$ cat src/rtl/prog_loader_pkg.sv
// Shared constants, state encodings and small helpers for the UART program loader.
package prog_loader_pkg;

   localparam logic [7:0] SYNC_BYTE = 8'hA5;
   localparam int         RAM_DEPTH = 16;
   localparam int         ADDR_W    = $clog2(RAM_DEPTH);

   typedef enum logic [2:0] {
      ST_IDLE  = 3'd0,
      ST_LOAD  = 3'd1,
      ST_CHECK = 3'd2,
      ST_DONE  = 3'd3,
      ST_ERROR = 3'd4
   } loader_state_t;

   typedef enum logic [1:0] {
      RX_IDLE  = 2'd0,
      RX_START = 2'd1,
      RX_DATA  = 2'd2,
      RX_STOP  = 2'd3
   } rx_state_t;

   // Running modulo-256 checksum of the program image.
   function automatic logic [7:0] csum_add(input logic [7:0] acc, input logic [7:0] b);
      return acc + b;
   endfunction

   // States in which the CPU must be held in reset.
   function automatic logic holds_cpu(input loader_state_t s);
      return (s == ST_LOAD) || (s == ST_CHECK) || (s == ST_ERROR);
   endfunction

endpackage

$ cat src/rtl/prog_loader_uart_rx.sv
// 8N1 UART receiver: input synchronizer, mid-bit sampling, one-cycle byte_valid strobe.
module uart_rx
   import prog_loader_pkg::*;
#(
   parameter int CLKS_PER_BIT = 104
) (
   input  logic       clk,
   input  logic       reset,
   input  logic       rx,
   output logic       byte_valid,
   output logic [7:0] rx_byte,
   output logic       frame_err
);

   localparam int                CNT_W     = $clog2(CLKS_PER_BIT);
   localparam logic [CNT_W-1:0] HALF_LAST = CNT_W'(CLKS_PER_BIT / 2 - 1);
   localparam logic [CNT_W-1:0] BIT_LAST  = CNT_W'(CLKS_PER_BIT - 1);

   logic             rx_p0, rx_p1, rx_p2;
   logic             fall;
   rx_state_t        st;
   logic [CNT_W-1:0] cnt;
   logic [2:0]       bit_idx;
   logic [7:0]       shift_p0;
   logic             sample_data, sample_stop;

   // Stage p0/p1: synchronizer; p2 keeps the previous synchronized value for edge detect.
   always_ff @(posedge clk) begin
      if (reset) begin
         rx_p0 <= 1'b1;
         rx_p1 <= 1'b1;
         rx_p2 <= 1'b1;
      end else begin
         rx_p0 <= rx;
         rx_p1 <= rx_p0;
         rx_p2 <= rx_p1;
      end
   end

   assign fall        = rx_p2 & ~rx_p1;
   assign sample_data = (st == RX_DATA) && (cnt == BIT_LAST);
   assign sample_stop = (st == RX_STOP) && (cnt == BIT_LAST);

   always_ff @(posedge clk) begin
      if (reset) begin
         st         <= RX_IDLE;
         cnt        <= '0;
         bit_idx    <= '0;
         byte_valid <= 1'b0;
         frame_err  <= 1'b0;
      end else begin
         byte_valid <= 1'b0;
         case (st)
            RX_IDLE: begin
               if (fall) begin
                  st  <= RX_START;
                  cnt <= '0;
               end
            end
            RX_START: begin
               if (cnt == HALF_LAST) begin
                  cnt     <= '0;
                  bit_idx <= '0;
                  // A start bit that is high again at mid-bit was a glitch.
                  st      <= rx_p1 ? RX_IDLE : RX_DATA;
               end else begin
                  cnt <= cnt + 1'b1;
               end
            end
            RX_DATA: begin
               if (cnt == BIT_LAST) begin
                  cnt     <= '0;
                  bit_idx <= bit_idx + 1'b1;
                  if (bit_idx == 3'd7) st <= RX_STOP;
               end else begin
                  cnt <= cnt + 1'b1;
               end
            end
            RX_STOP: begin
               if (cnt == BIT_LAST) begin
                  cnt        <= '0;
                  st         <= RX_IDLE;
                  byte_valid <= 1'b1;
                  frame_err  <= ~rx_p1;
               end else begin
                  cnt <= cnt + 1'b1;
               end
            end
            default: st <= RX_IDLE;
         endcase
      end
   end

   // Data path carries no reset; byte_valid qualifies it.
   always_ff @(posedge clk) begin
      if (sample_data) shift_p0 <= {rx_p1, shift_p0[7:1]};
      if (sample_stop) rx_byte  <= shift_p0;
   end

endmodule

$ cat src/rtl/prog_loader.sv
// Loads a 16-byte program image received over UART into CPU RAM, verifying a trailing checksum.
module prog_loader
   import prog_loader_pkg::*;
#(
   parameter int CLKS_PER_BIT = 104
) (
   input  logic              clk,
   input  logic              reset,
   input  logic              rx,
   output logic              prog,
   output logic [ADDR_W-1:0] addr,
   output logic [7:0]        programm_input,
   output logic              cpu_reset,
   output logic              load_done,
   output logic              load_error
);

   localparam logic [ADDR_W-1:0] LAST_IDX = ADDR_W'(RAM_DEPTH - 1);

   logic              byte_valid;
   logic [7:0]        rx_byte;
   logic              frame_err;
   logic              good_byte, bad_frame, is_sync;
   loader_state_t     state;
   logic [ADDR_W-1:0] idx;
   logic [7:0]        csum;

   uart_rx #(
      .CLKS_PER_BIT(CLKS_PER_BIT)
   ) u_rx (
      .clk       (clk),
      .reset     (reset),
      .rx        (rx),
      .byte_valid(byte_valid),
      .rx_byte   (rx_byte),
      .frame_err (frame_err)
   );

   assign good_byte = byte_valid & ~frame_err;
   assign bad_frame = byte_valid & frame_err;
   assign is_sync   = good_byte && (rx_byte == SYNC_BYTE);

   // The write strobe must coincide with byte_valid, so it is decoded rather than registered.
   assign prog           = (state == ST_LOAD) && good_byte;
   assign addr           = idx;
   assign programm_input = prog ? rx_byte : 8'h00;

   always_ff @(posedge clk) begin
      if (reset) begin
         state      <= ST_IDLE;
         idx        <= '0;
         cpu_reset  <= 1'b1;
         load_done  <= 1'b0;
         load_error <= 1'b0;
      end else begin
         cpu_reset <= holds_cpu(state);
         case (state)
            ST_IDLE, ST_DONE, ST_ERROR: begin
               if (is_sync) begin
                  state      <= ST_LOAD;
                  idx        <= '0;
                  load_done  <= 1'b0;
                  load_error <= 1'b0;
               end
            end
            ST_LOAD: begin
               if (bad_frame) begin
                  state      <= ST_ERROR;
                  load_error <= 1'b1;
               end else if (good_byte) begin
                  idx <= idx + 1'b1;
                  if (idx == LAST_IDX) state <= ST_CHECK;
               end
            end
            ST_CHECK: begin
               if (bad_frame) begin
                  state      <= ST_ERROR;
                  load_error <= 1'b1;
               end else if (good_byte) begin
                  if (rx_byte == csum) begin
                     state     <= ST_DONE;
                     load_done <= 1'b1;
                  end else begin
                     state      <= ST_ERROR;
                     load_error <= 1'b1;
                  end
               end
            end
            default: state <= ST_IDLE;
         endcase
      end
   end

   // Checksum is data: cleared by each sync byte, accumulated on every write.
   always_ff @(posedge clk) begin
      if ((state != ST_LOAD) && (state != ST_CHECK) && is_sync) csum <= 8'h00;
      else if (prog)                                             csum <= csum_add(csum, rx_byte);
   end

endmodule
$ cat config.mk
export PLATFORM = sky130hd
export DESIGN_NAME = prog_loader
export DESIGN_NICKNAME = d
export VERILOG_FILES = /design/src/rtl/prog_loader_pkg.sv /design/src/rtl/prog_loader_uart_rx.sv /design/src/rtl/prog_loader.sv
export SDC_FILE = /design/constraint.sdc
export NUM_CORES = 1
export LEC_CHECK = 0
export BUFFER_PORTS_ARGS = -buffer_cell sky130_fd_sc_hd__buf_2
export CAP_MARGIN = 10
export CORE_UTILIZATION = 34
export CTS_BUF_LIST = sky130_fd_sc_hd__clkbuf_2 sky130_fd_sc_hd__clkbuf_4 sky130_fd_sc_hd__clkbuf_8
export DETAILED_ROUTE_END_ITERATION = 8
export HOLD_SLACK_MARGIN = 0.08
export SYNTH_ARGS = -nofsm -noshare
export SYNTH_HDL_FRONTEND = slang
export SYNTH_HIERARCHICAL = 1
export SYNTH_SLANG_ARGS = --single-unit
$ cat constraint.sdc
create_clock -name clk -period 3.76 [get_ports clk]
set_input_delay 0.564 -clock clk [delete_from_list [all_inputs] [get_ports clk]]
set_output_delay 0.564 -clock clk [all_outputs]
set_load 0.005 [all_outputs]
After elaboration in Yosys (flattened, before gate mapping)
Index checks and enable logic that the tools add are counted.
{"block": "word_totals", "regBits": 51, "latchBits": 0, "ram_bits": 0, "rom_bits": 0, "in_bits": 3, "output_inout_bits": 16, "word_cells": 119, "n_memories": 0}
{"block": "op_classes", "addsub": 4, "mul": 0, "div": 0, "order_cmp": 0, "eq_ne": 31, "shifts": 0, "mux": 38, "bitwise": 6, "n_reduce_logical": 24}
{"operator": "2-to-1 mux 3 bit", "count": 9}
{"operator": "2-to-1 mux 7 bit", "count": 3}
{"operator": "one-hot mux 7 bit (3 select lines)", "count": 1}
{"operator": "!= test 2 bit, second input constant", "count": 9}
{"operator": "AND reduction 5 bit", "count": 3}
{"operator": "2-to-1 mux 2 bit", "count": 6}
{"operator": "2-to-1 mux 4 bit", "count": 3}
{"operator": "2-to-1 mux 1 bit", "count": 9}
{"operator": "!= test 3 bit, second input constant", "count": 3}
{"operator": "one-hot mux 3 bit (3 select lines)", "count": 1}
{"operator": "adder 8 bit", "count": 1}
{"operator": "== test 8 bit", "count": 1}
{"operator": "== test 8 bit, second input constant", "count": 1}
{"operator": "2-to-1 mux 8 bit", "count": 1}
{"operator": "one-hot mux 2 bit (4 select lines)", "count": 1}
{"operator": "one-hot mux 4 bit (2 select lines)", "count": 1}
{"operator": "AND reduction 4 bit", "count": 2}
{"operator": "adder 7 x 1 -> 7 bit, second input constant", "count": 1}
{"operator": "== test 7 x 6 -> 1 bit, second input constant", "count": 1}
{"operator": "== test 7 bit, second input constant", "count": 1}
{"operator": "== test 3 x 2 -> 1 bit, second input constant", "count": 2}
{"operator": "== test 3 bit, second input constant", "count": 2}
{"operator": "logical AND 1 bit", "count": 6}
{"operator": "!= test 2 x 1 -> 1 bit, second input constant", "count": 3}
{"operator": "22 further kinds", "count": 32}

Longest topological paths before layout
Gate-level depths: netlist of the first run.
{"block": "logic_depth", "ltp_word": 5, "depth_mapped": 8}

By module
Netlist of the first run, hierarchy kept.
{"mod": "uart_rx", "n_inst": 1, "cells_per_inst": 115, "area_each_um2": 1356.3}
{"mod": "prog_loader", "n_inst": 1, "cells_per_inst": 158, "area_each_um2": 1249.9}

Worst setup path after synthesis of the first run
Ideal clock, no wire load.
{"block": "synth_path", "path_type": "flip-flop to output port", "from": "register state[1]", "to": "output programm_input[6]", "arrival_time_ns": 1.498, "setup_slack_ns": 1.698, "path_stages_with_launch": 8, "cell_sequence": "dfxtp_1 -> buf_2 -> nand2b_1 -> or3_1 -> inv_2 -> buf_4 -> buf_2 -> and2_2"}
{"block": "synth_between", "elab_chain_len": 3}
{"element": "start, declared", "line": "prog_loader.sv:24", "source": "loader_state_t state;"}
{"element": "start signal, assigned", "line": "prog_loader.sv:50", "source": "state <= ST_IDLE;"}
{"element": "start signal, assigned", "line": "prog_loader.sv:60", "source": "state <= ST_LOAD;"}
{"element": "start signal, assigned", "line": "prog_loader.sv:68", "source": "state <= ST_ERROR;"}
{"element": "== test 3 x 1 -> 1 bit", "line": "prog_loader.sv:44", "source": "assign prog = (state == ST_LOAD) && good_byte;"}
{"element": "logical AND 1 bit", "line": "prog_loader.sv:44"}
{"element": "named net prog", "line": "prog_loader.sv:10", "source": "output logic prog,"}
{"element": "2-to-1 mux 8 bit", "line": "prog_loader.sv:46", "source": "assign programm_input = prog ? rx_byte : 8'h00;"}
{"element": "end, declared", "line": "prog_loader.sv:12", "source": "output logic [7:0] programm_input,"}
The timed path passes the listed nets, and every way through them passes these cells.

Worst setup path after layout of the first run
{"block": "layout_path", "from": "register state[0]", "to": "output programm_input[7]"}
{"block": "layout_between", "elab_chain_len": 3}
{"element": "== test 3 x 1 -> 1 bit", "line": "prog_loader.sv:44"}
{"element": "logical AND 1 bit", "line": "prog_loader.sv:44"}
{"element": "2-to-1 mux 8 bit", "line": "prog_loader.sv:46"}
No other way between the ends.

==> metrics.md, run 1 <==
| Metric | Value |
|---|---|
| Inserted Diodes | `0` |
| Initial antenna violation count | `0` |
| Final wirelength | `5200 um` |
| Final Skew | `18.2 ps` |
| Post-Synthesis Cells | `273` |
| Top-count cell post-synth | `dfxtp_1` |
| Max VDD drop | `0.000125 V` |
| Std-Cell Rows | `31` |
| Unique cell type count in the Yosys netlist | `58` |
| Ys async rst share | `0` |
| Crit path required time | `3200 ps` |
| Area leader, netlist | `dfxtp_1` |
| Layout cell share with drive strength beyond 1 | `0.162` |
| Minimum clock period | `2840 ps` |
| Hold Path Stages | `0` |
| Layout area overhead | `10.5%` |
| Vias in the first global route | `1842` |
| Max Cap Viol | `0` |
| Largest net degree at the start of global routing | `24` |
| Synth area leaders | `dfxtp_1, edfxtp_1, ha_1` |
| Hold Slack | `406 ps` |
| Avg Synthesized Cell Area | `9.55 um2` |
| P per Cell Area | `333 mW/mm2` |
| Iteration-0 DRC Markers | `43` |
| Postcts setup bufs | `0` |
| Initial core utilization | `0.356` |
| Vias | `2020` |
| Clk root buf | `clkbuf_8` |
| Remaining DRCs | `0` |
| GP Congestion | `0.820` |
| Fmax | `0.352 GHz` |
| Post-route ant nets | `0` |
| RSZ-0062 raised after global routing | `no` |
| Critical Path Fanout Max | `20` |
| Total GRT Usage | `0.142` |
| Crit Path Category | `reg2out` |
| First-pass GRT wire length | `8590 um` |
| R2R cell count | `6` |
| Clk slew on worst S/H paths | `100 ps` |
| FF+latch count, synth | `51` |
| Filler cells | `724` |
| PostCTS Resize Cnt | `0` |
| Post-route setup TNS | `0 ps` |
| Buffers on Ports | `18` |
| Cell area after synthesis | `0.00261 mm2` |
| Post-DP HPWL | `3810 um` |
| Clk buf depth | `2` |
| Top cells by count, synth | `dfxtp_1, nor2_1, a21oi_1, nand2_1, edfxtp_1` |
| TritonRoute pass-1 iters | `4` |
| Vias per cell | `5.19` |
| Grt ovf | `0` |
| Leak | `1.05 nW` |
| Die height | `89.6 um` |
| TritonCTS clock tree | `done` |
| Final setup fails | `0` |
| Share of the synthesized area in the top cell type | `0.269` |
| Final critical-path share of the clock period | `0.755` |
| Max-slew violation count | `0` |
| Synth Warn # | `6` |
| Die W | `89.6 um` |
| Outcome | `completed` |
| Critical path capture point type | `output port` |
| Final instance area | `0.00288 mm2` |
| Clk_lat worst skew | `310 ps` |
| Number of buffers created by CTS | `5` |
| Data arrival, critical path | `2270 ps` |
| Setup WS post-layout | `922 ps` |
| Io pins | `19` |
| Critical path startpoint category | `flop` |
| Placed cell areas | `0.00278 mm2` |
| Clock H-tree levels | `2` |
| Sequential-to-total area share from yosys stat | `0.453` |
| Ys flop type | `dfxtp_1` |
| Post-CTS Hold Buffers | `0` |
| Core area | `0.00733 mm2` |
| Syn_nets | `288` |
| Final nets | `304` |
| Slew headroom | `0.303` |
| Hold crit path type | `reg2reg` |
| Clk sinks | `51` |
| Slew @ Worst Pin | `1040 ps` |
| Worst Setup Slack post-DPL | `1260 ps` |
| Die ar. | `0.00802 mm2` |
| Hold Vio Cnt, Final | `0` |
| Post-synth EDFFs | `16` |
| Routed WL per cell | `13.4 um` |
==> cells in the final DEF (no fill, tap or decap), drive strengths merged, types with 3 or more instances in the layout <==
| cell type | count |
|---|---|
| buf | 19 |
| nand2 | 20 |
| and2 | 9 |
| a31oi | 4 |
| o22ai | 6 |
| nand4 | 3 |
| nor4 | 3 |
| a21oi | 23 |
| edfxtp | 16 |
| clkbuf | 7 |
| a2111oi | 3 |
| nand4b | 3 |
| dfxtp | 35 |
| nor2b | 4 |
| o21a | 3 |
| o311ai | 3 |
| o21ai | 15 |
| nor2 | 26 |
| nand2b | 7 |
| nand3 | 8 |
| or2 | 5 |
| ha | 11 |
| a211oi | 6 |
| nor3 | 11 |
| inv | 11 |
==> stage by stage <==
step,util,total power [W],cells
after global routing,0.393,0.000999,389
after floorplan,-,0.000607,273
after detailed placement,0.379,0.000617,381
after global placement,0.379,0.000616,381
after CTS,0.393,0.000973,389
final,0.393,0.000957,389
==> worst paths after layout <==
path               startpoint                end  slack, ps
max                  state[0]  programm_input[7]        920
min reg2reg  u_rx/shift_p0[0]    u_rx/rx_byte[0]        410
max reg2reg          state[0]            addr[3]       1440
min          u_rx/shift_p0[0]    u_rx/rx_byte[0]        410
==> worst max-delay path, cell delays in order, from the launching register on <==
cell      delay (ps)
dfxtp_1          600
nand2b_1         180
or3_1            560
inv_2            320
and2_1           200
buf_2            110
==> kinds of logic after synthesis <==
group / after synthesis / synth area share
XOR/XNOR: 4 / 0.0134
buffers and inverters: 21 / 0.0355
adder cells (fa/ha/maj): 12 / 0.0605
flip-flops: 51 / 0.453
AO/OA/AOI/OAI: 74 / 0.195
AND/OR/NAND/NOR: 109 / 0.234
multiplexers: 2 / 0.00768
==> final cells by class <==
type / count / area, um2 / area share
Clock inverter: 1 / 6.26 / 0.00217
Clock buffer: 7 / 96.3 / 0.0335
Timing Repair Buffer: 19 / 97.6 / 0.0339
Sequential cell: 51 / 1180 / 0.410
Tap cell: 99 / 124 / 0.0430
Inverter: 11 / 41.3 / 0.0143
Multi-Input combinational cell: 201 / 1330 / 0.463
==> power by group <==
part	leakage, nW	internal, W	switching, W
logic	0.568	0.0000118	0.0000173
clock network	0.0548	0.000168	0.000186
registers	0.427	0.000569	0.00000571
total	1.05	0.000749	0.000209
==> state kept, by name, indices dropped and copies added, names as in the netlist, named ones only <==
signal	count
u_rx/cnt	7
u_rx/bit_idx	3
u_rx/rx_p1	1
u_rx/st	1
u_rx/frame_err	1
load_done	1
addr	4
load_error	1
state	3
u_rx/rx_p2	1
u_rx/rx_byte	8
u_rx/shift_p0	8
csum	8
u_rx/rx_p0	1
cpu_reset	1
u_rx/byte_valid	1
==> routing by layer <==
metal | vias to the layer above | global-route usage | share of wire
met1 | 954 | 0.175 | 0.47
met4 | 0 | 0.0519 | 0.011
met5 | - | 0 | 0
li1 | 1035 | - | -
met2 | 24 | 0.244 | 0.50
met3 | 7 | 0.0277 | 0.021
Power figures use the tool's default switching activity.
==> inputs of run 2 (changes only) <==
ABC_AREA = 1   (was not set)
clock period = 2.6 ns   (was 3.76 ns; I/O delays follow)
==> run 2 against run 1 <==
Synthesized cell count up 27%. Synthesized area up 4.3%. Global-route usage down 1.1 points. Clock power up 60%. Cell count up 22%. Clock skew down 2.4 ps. Sequential power up 51%. Wire length down 2.3%. Largest cell class unchanged.
==> metrics.md, run 2 <==
| Metric | Value |
|---|---|
| Layout area overhead | `11.4%` |
| Fmax | `0.469 GHz` |
| Die W | `91.4 um (+2.1%)` |
| Reg2Reg Launch Point | `u_rx/rx_byte[0]` |
| PostCTS Resize Cnt | `0 (unchanged)` |
| Leak | `1.38 nW (+31%)` |
| Post-DP HPWL | `3810 um (-0.14%)` |
| Final Skew | `15.8 ps (-2.45 ps)` |
| Layout cell share with drive strength beyond 1 | `0.154 (-0.00843)` |
| GP Congestion | `0.874 (+6.5%)` |
| Reg2Reg Setup Slack | `790 ps (-650 ps)` |
| First-pass GRT wire length | `8750 um (+1.9%)` |
| Crit Path Category | `reg2out` |
| Critical path startpoint category | `flop` |
| Reg-to-Reg End | `csum[6]` |
| Slew @ Worst Pin | `543 ps (-494 ps)` |
| Post-route setup TNS | `0 ps (unchanged)` |
| Clk sinks | `51 (unchanged)` |
| Iteration-0 DRC Markers | `105 (+140%)` |
| Commonest non-fill, non-tap cell in the layout | `nand2_1` |
| Crit path required time | `2210 ps (-990 ps)` |
| Ys async rst share | `0 (unchanged)` |
| Hold crit path type | `in2reg` |
| Hold Slack | `260 ps (-146 ps)` |
| Outcome | `completed` |
| Data arrival, critical path | `1740 ps (-530 ps)` |
| Clk buf depth | `2 (unchanged)` |
| Vias | `2174 (+7.6%)` |
| Total GRT Usage | `0.131 (-0.0106)` |
| Core area | `0.00773 mm2 (+5.4%)` |
| Final nets | `385 (+27%)` |
| CP startpoint | `state[2]` |
| Top cells by count, synth | `nand2_1, inv_1, nor2_1, dfxtp_1, a21oi_1` |
| Minimum clock period | `2130 ps` |
| Number of buffers created by CTS | `5 (unchanged)` |
| TritonCTS clock tree | `done` |
| P per Cell Area | `539 mW/mm2 (+62%)` |
| Initial antenna violation count | `0 (unchanged)` |
| Placed cell areas | `0.00291 mm2 (+5.0%)` |
| Worst Setup Slack post-DPL | `787 ps (-478 ps)` |
| RSZ-0062 raised after global routing | `no` |
| Most frequent cells in the layout | `nand2_1, inv_1, nor2_1, dfxtp_1, a21oi_1` |
| Post-CTS Hold Buffers | `0 (unchanged)` |
| Clock H-tree levels | `2 (unchanged)` |
| Sequential-to-total area share from yosys stat | `0.435 (-0.0186)` |
| Ys flop type | `dfxtp_1` |
| Unique cell type count in the Yosys netlist | `39 (-33%)` |
| Final wirelength | `5080 um (-2.3%)` |
| Synth Warn # | `6 (unchanged)` |
| Critical path capture point type | `output port` |
| Std-Cell Rows | `32 (+3.2%)` |
| Setup WS post-layout | `470 ps (-452 ps)` |
| Inserted Diodes | `0 (unchanged)` |
| Slew headroom | `0.634 (+0.331)` |
| Final instance area | `0.00303 mm2 (+5.1%)` |
| Postcts setup bufs | `0 (unchanged)` |
| Clk_lat worst skew | `310 ps (about the same)` |
| Post-synth EDFFs | `16 (unchanged)` |
| Final critical-path share of the clock period | `0.819` |
| Vias per cell | `4.60 (-11%)` |
| Die height | `91.4 um (+2.1%)` |
| Largest registers | `csum (8), u_rx/rx_byte (8), u_rx/shift_p0 (8)` |
| Max Cap Viol | `0 (unchanged)` |
| Grt ovf | `0 (unchanged)` |
| TritonRoute pass-1 iters | `4 (unchanged)` |
| Initial core utilization | `0.352 (-0.00384)` |
| Io pins | `19 (unchanged)` |
| Setup crit end | `programm_input[4]` |
| Clk slew on worst S/H paths | `90 ps (about the same)` |
| Max-slew violation count | `0 (unchanged)` |
| Largest net degree at the start of global routing | `18 (-25%)` |
| Final setup fails | `0 (unchanged)` |
| Routed WL per cell | `10.7 um (-20%)` |
| R2R cell count | `9 (+3)` |
| Buffers on Ports | `18 (unchanged)` |
| Syn_nets | `363 (+26%)` |
| Max VDD drop | `0.000286 V (+130%)` |
| Remaining DRCs | `0 (unchanged)` |
| Area leader, netlist | `dfxtp_1` |
| Pwr Total | `0.00163 W (+70%)` |
| Top-count cell post-synth | `nand2_1` |
| Cell area after synthesis | `0.00272 mm2 (+4.3%)` |
| Critical Path Fanout Max | `17 (-15%)` |
| Die ar. | `0.00835 mm2 (+4.2%)` |
| Synth area leaders | `dfxtp_1, edfxtp_1, nand2_1` |
| Filler cells | `797 (+10%)` |
| FF+latch count, synth | `51 (unchanged)` |
| Post-route ant nets | `0 (unchanged)` |
| Clk root buf | `clkbuf_8` |
| Post-Synthesis Cells | `348 (+27%)` |
| Share of the synthesized area in the top cell type | `0.258 (-0.0110)` |
| Avg Synthesized Cell Area | `7.81 um2 (-18%)` |
| Vias in the first global route | `1990 (+8.0%)` |
| Hold Vio Cnt, Final | `0 (unchanged)` |
==> run 2: changes by cell type after synthesis, moves of 7 or more <==
cell / change
inv_1: +39
nand2b_1: -7
nor3_1: -8
nand2_1: +49
nor2_1: +22
and2_1: -8
nand3_1: +12
==> run 2: how the worst min path moves through the flow <==
stage	start	end	slack [ps]	cells past startpoint
after floorplan	u_rx/rx_p0	u_rx/rx_p1	390	1
after detailed placement	u_rx/rx_p0	u_rx/rx_p1	410	1
after global routing	rx	u_rx/rx_p0	240	2
final	rx	u_rx/rx_p0	260	2
after global placement	u_rx/rx_p0	u_rx/rx_p1	400	1
after CTS	rx	u_rx/rx_p0	250	2
==> run 2: where the power goes <==
part	switching, W	internal (W)
Clock	0.000266	0.000299
Combinational	0.000134	0.0000668
Sequential	0.0000270	0.000839
Total	0.000427	0.00120
==> run 2: kinds of logic (layout without fill, tap and decap cells) <==
group / after synthesis / after routing / synth area share
AOI/OAI and AO/OA: 54 / 54 / 0.116
adders and majority gates: 12 / 12 / 0.0580
buffers and inverters: 60 / 83 / 0.0870
and+or+nand+nor: 166 / 166 / 0.288
DFF: 51 / 51 / 0.435
xor gates and xnor gates: 5 / 5 / 0.0161
==> run 2: through the flow <==
stage,util,std cells
2_1_floorplan,-,348
3_3_place_gp,0.377,465
3_5_place_dp,0.377,465
4_1_cts,0.392,473
5_1_grt,0.392,473
6_report,0.392,473
==> run 2: final cells by class <==
type | instances | area, um2 | share of cell area
well taps | 102 | 128 | 0.0422
multi-input cells | 237 | 1300 | 0.430
repair buffers | 18 | 90.1 | 0.0298
inverters | 57 | 215 | 0.0711
clock inverters | 2 | 36.3 | 0.0120
clock buffers | 6 | 76.3 | 0.0252
flip-flops and latches | 51 | 1180 | 0.390
==> run 2: metal layers <==
| layer | GRT usage | wire (um) | vias up |
|---|---|---|---|
| li1 | - | - | 1173 |
| met1 | 0.162 | 2550 | 973 |
| met2 | 0.216 | 2300 | 20 |
| met3 | 0.0360 | 152 | 8 |
| met4 | 0.0489 | 80 | 0 |
| met5 | 0 | 0 | - |
==> run 2: critical path, stage by stage (launching register included) <==
cell and delay, ps:
dfxtp_1 380, nor3_4 280, inv_2 130, nor2_8 240
inv_2 160, nor2_1 110, buf_2 120
==> inputs of run 3 (changes only) <==
clock period = 2 ns   (was 2.6 ns; I/O delays follow)
==> run 3 against run 2 <==
Global-route usage is 0.46 points higher. Sequential share of layout area is 1.1 points lower. Combinational power is 32% higher. Critical endpoint is now prog. Largest cell class unchanged. Highest routed layer unchanged.
==> metrics.md, run 3 (same netlist as run 2, synthesis figures left out) <==
| Metric | Value |
|---|---|
| Crit Path Category | `reg2out` |
| Critical Path Fanout Max | `9 (-8)` |
| Clock power share | `0.379 (+0.033)` |
| Io pins | `19 (unchanged)` |
| TritonCTS clock tree | `done` |
| Buffers on Ports | `18 (unchanged)` |
| Hold Vio Cnt, Final | `0 (unchanged)` |
| Crit path required time | `1700 ps (-510 ps)` |
| Minimum clock period | `1890 ps` |
| Slew headroom | `0.642 (+0.00839)` |
| Largest net degree at the start of global routing | `16 (-2)` |
| Max Cap Viol | `0 (unchanged)` |
| Core area | `0.00773 mm2 (unchanged)` |
| Outcome | `completed` |
| Sw frac | `0.244 (-0.0174)` |
| Fmax | `0.530 GHz` |
| Final critical-path share of the clock period | `0.943` |
| Clk root buf | `clkbuf_8` |
| Most frequent cells in the layout | `nand2_1, inv_1, nor2_1, dfxtp_1, a21oi_1` |
| Number of buffers created by CTS | `5 (unchanged)` |
| TritonRoute pass-1 iters | `4 (unchanged)` |
| Final Skew | `12.0 ps (-3.76 ps)` |
| CP startpoint | `state[0]` |
| Commonest non-fill, non-tap cell in the layout | `nand2_1` |
| Post-CTS Hold Buffers | `0 (unchanged)` |
| Largest registers | `csum (8), u_rx/rx_byte (8), u_rx/shift_p0 (8)` |
| Reg2Reg Launch Point | `u_rx/cnt[0]` |
| Critical path capture point type | `output port` |
| Slew @ Worst Pin | `531 ps (-12.4 ps)` |
| P per Cell Area | `718 mW/mm2 (+33%)` |
| Std-Cell Rows | `32 (unchanged)` |
| Layout cell share with drive strength beyond 1 | `0.174 (+0.0205)` |
| Clock H-tree levels | `2 (unchanged)` |
| Hold crit path type | `in2reg` |
| Clk buf depth | `2 (unchanged)` |
| First-pass GRT wire length | `9110 um (+4.2%)` |
| Max-slew violation count | `0 (unchanged)` |
| Hold_sp | `rx` |
| Inserted Diodes | `0 (unchanged)` |
| Switching Power | `0.000546 W (+28%)` |
| Initial core utilization | `0.352 (unchanged)` |
| Die ar. | `0.00835 mm2 (unchanged)` |
| Post-route ant nets | `0 (unchanged)` |
| Vias | `2259 (+3.9%)` |
| Iteration-0 DRC Markers | `99 (-5.7%)` |
| Die height | `91.4 um (unchanged)` |
| Layout area overhead | `14.7%` |
| Pwr Total | `0.00224 W (+37%)` |
| Initial antenna violation count | `0 (unchanged)` |
| Clk slew on worst S/H paths | `90 ps (about the same)` |
| Critical path startpoint category | `flop` |
| Remaining DRCs | `0 (unchanged)` |
| Die W | `91.4 um (unchanged)` |
| Logic pwr share | `0.118 (-0.005)` |
| GP Congestion | `0.814 (-6.8%)` |
| Sequential share of power | `0.503 (-0.028)` |
| Clk_lat worst skew | `300 ps (about the same)` |
| Grt ovf | `0 (unchanged)` |
| Final nets | `393 (+2.1%)` |
| Int Power | `0.00169 W (+40%)` |
| Clk sinks | `51 (unchanged)` |
| Routed WL per cell | `11.0 um (+2.8%)` |
| Vias per cell | `4.70 (+2.2%)` |
| Data arrival, critical path | `1590 ps (-150 ps)` |
| Final setup fails | `0 (unchanged)` |
| Leak | `1.44 nW (+4.0%)` |
| Final wirelength | `5310 um (+4.5%)` |
| Total GRT Usage | `0.136 (+0.00464)` |
| Hold Slack | `179 ps (-81.6 ps)` |
| Max VDD drop | `0.000335 V (+17%)` |
| Post-DP HPWL | `3930 um (+3.3%)` |
| Vias in the first global route | `2013 (+1.2%)` |
run 3: changes by cell type in the layout (fill, tap and decap cells not counted), sizes merged:
cell	delta
buf	+8
bufinv	+1
inv	-1
run 3: area by class of cell:
| type | instances | area, um2 |
|---|---|---|
| clock buffers | 6 | 76.3 |
| clock inverters | 2 | 60.1 |
| fillers | 774 | 4610 |
| inverters | 57 | 220 |
| multi-input cells | 237 | 1300 |
| flip-flops and latches | 51 | 1180 |
| well taps | 102 | 128 |
| repair buffers | 26 | 150 |
run 3: final timing paths:
kind	to	cells after the start	slack, ps
max	prog	6	110
min	u_rx/rx_p0	2	180
min reg2reg	u_rx/rx_p1	1	440
max reg2reg	u_rx/shift_p0[7]	7	240
run 3: critical path, cell delays in order (launching register included):
cell	delay, ps
dfxtp_2	370
inv_2	60
nor3_4	260
inv_4	100
nor2_8	180
buf_4	190
buf_2	120
run 3: power by group through the flow:
stage | Sequential [W] | Combinational, W | Clock (W)
2_1_floorplan | 0.00114 | 0.000210 | 0
3_3_place_gp | 0.00115 | 0.000261 | 0
3_5_place_dp | 0.00115 | 0.000264 | 0
4_1_cts | 0.00112 | 0.000265 | 0.000879
5_1_grt | 0.00113 | 0.000298 | 0.000926
6_report | 0.00113 | 0.000264 | 0.000847
run 3: stage by stage:
stage / setup WS [ps] / TNS, ps / instance area [um2] / util / instances
2_1_floorplan: 347 / 0 / 2720 / - / 348
6_report: 114 / 0 / 3120 / 0.403 / 481
4_1_cts: 11.6 / 0 / 3060 / 0.396 / 474
3_5_place_dp: 232 / 0 / 2920 / 0.378 / 466
5_1_grt: -1.06 / -1.06 / 3120 / 0.403 / 481
3_3_place_gp: 249 / 0 / 2920 / 0.378 / 466
run 3: metal layers:
| metal | track usage | wire, um | up-vias |
|---|---|---|---|
| li1 | - | - | 1184 |
| met1 | 0.174 | 2540 | 1014 |
| met2 | 0.220 | 2490 | 51 |
| met3 | 0.0251 | 180 | 10 |
| met4 | 0.0622 | 108 | 0 |
| met5 | 0 | 0 | - |
run 3: what timing repair did:
item / in CTS / in global routing
buffers inserted: 0 / 7
resized for setup: 0 / 4
setup endpoints to repair: 0 / 10
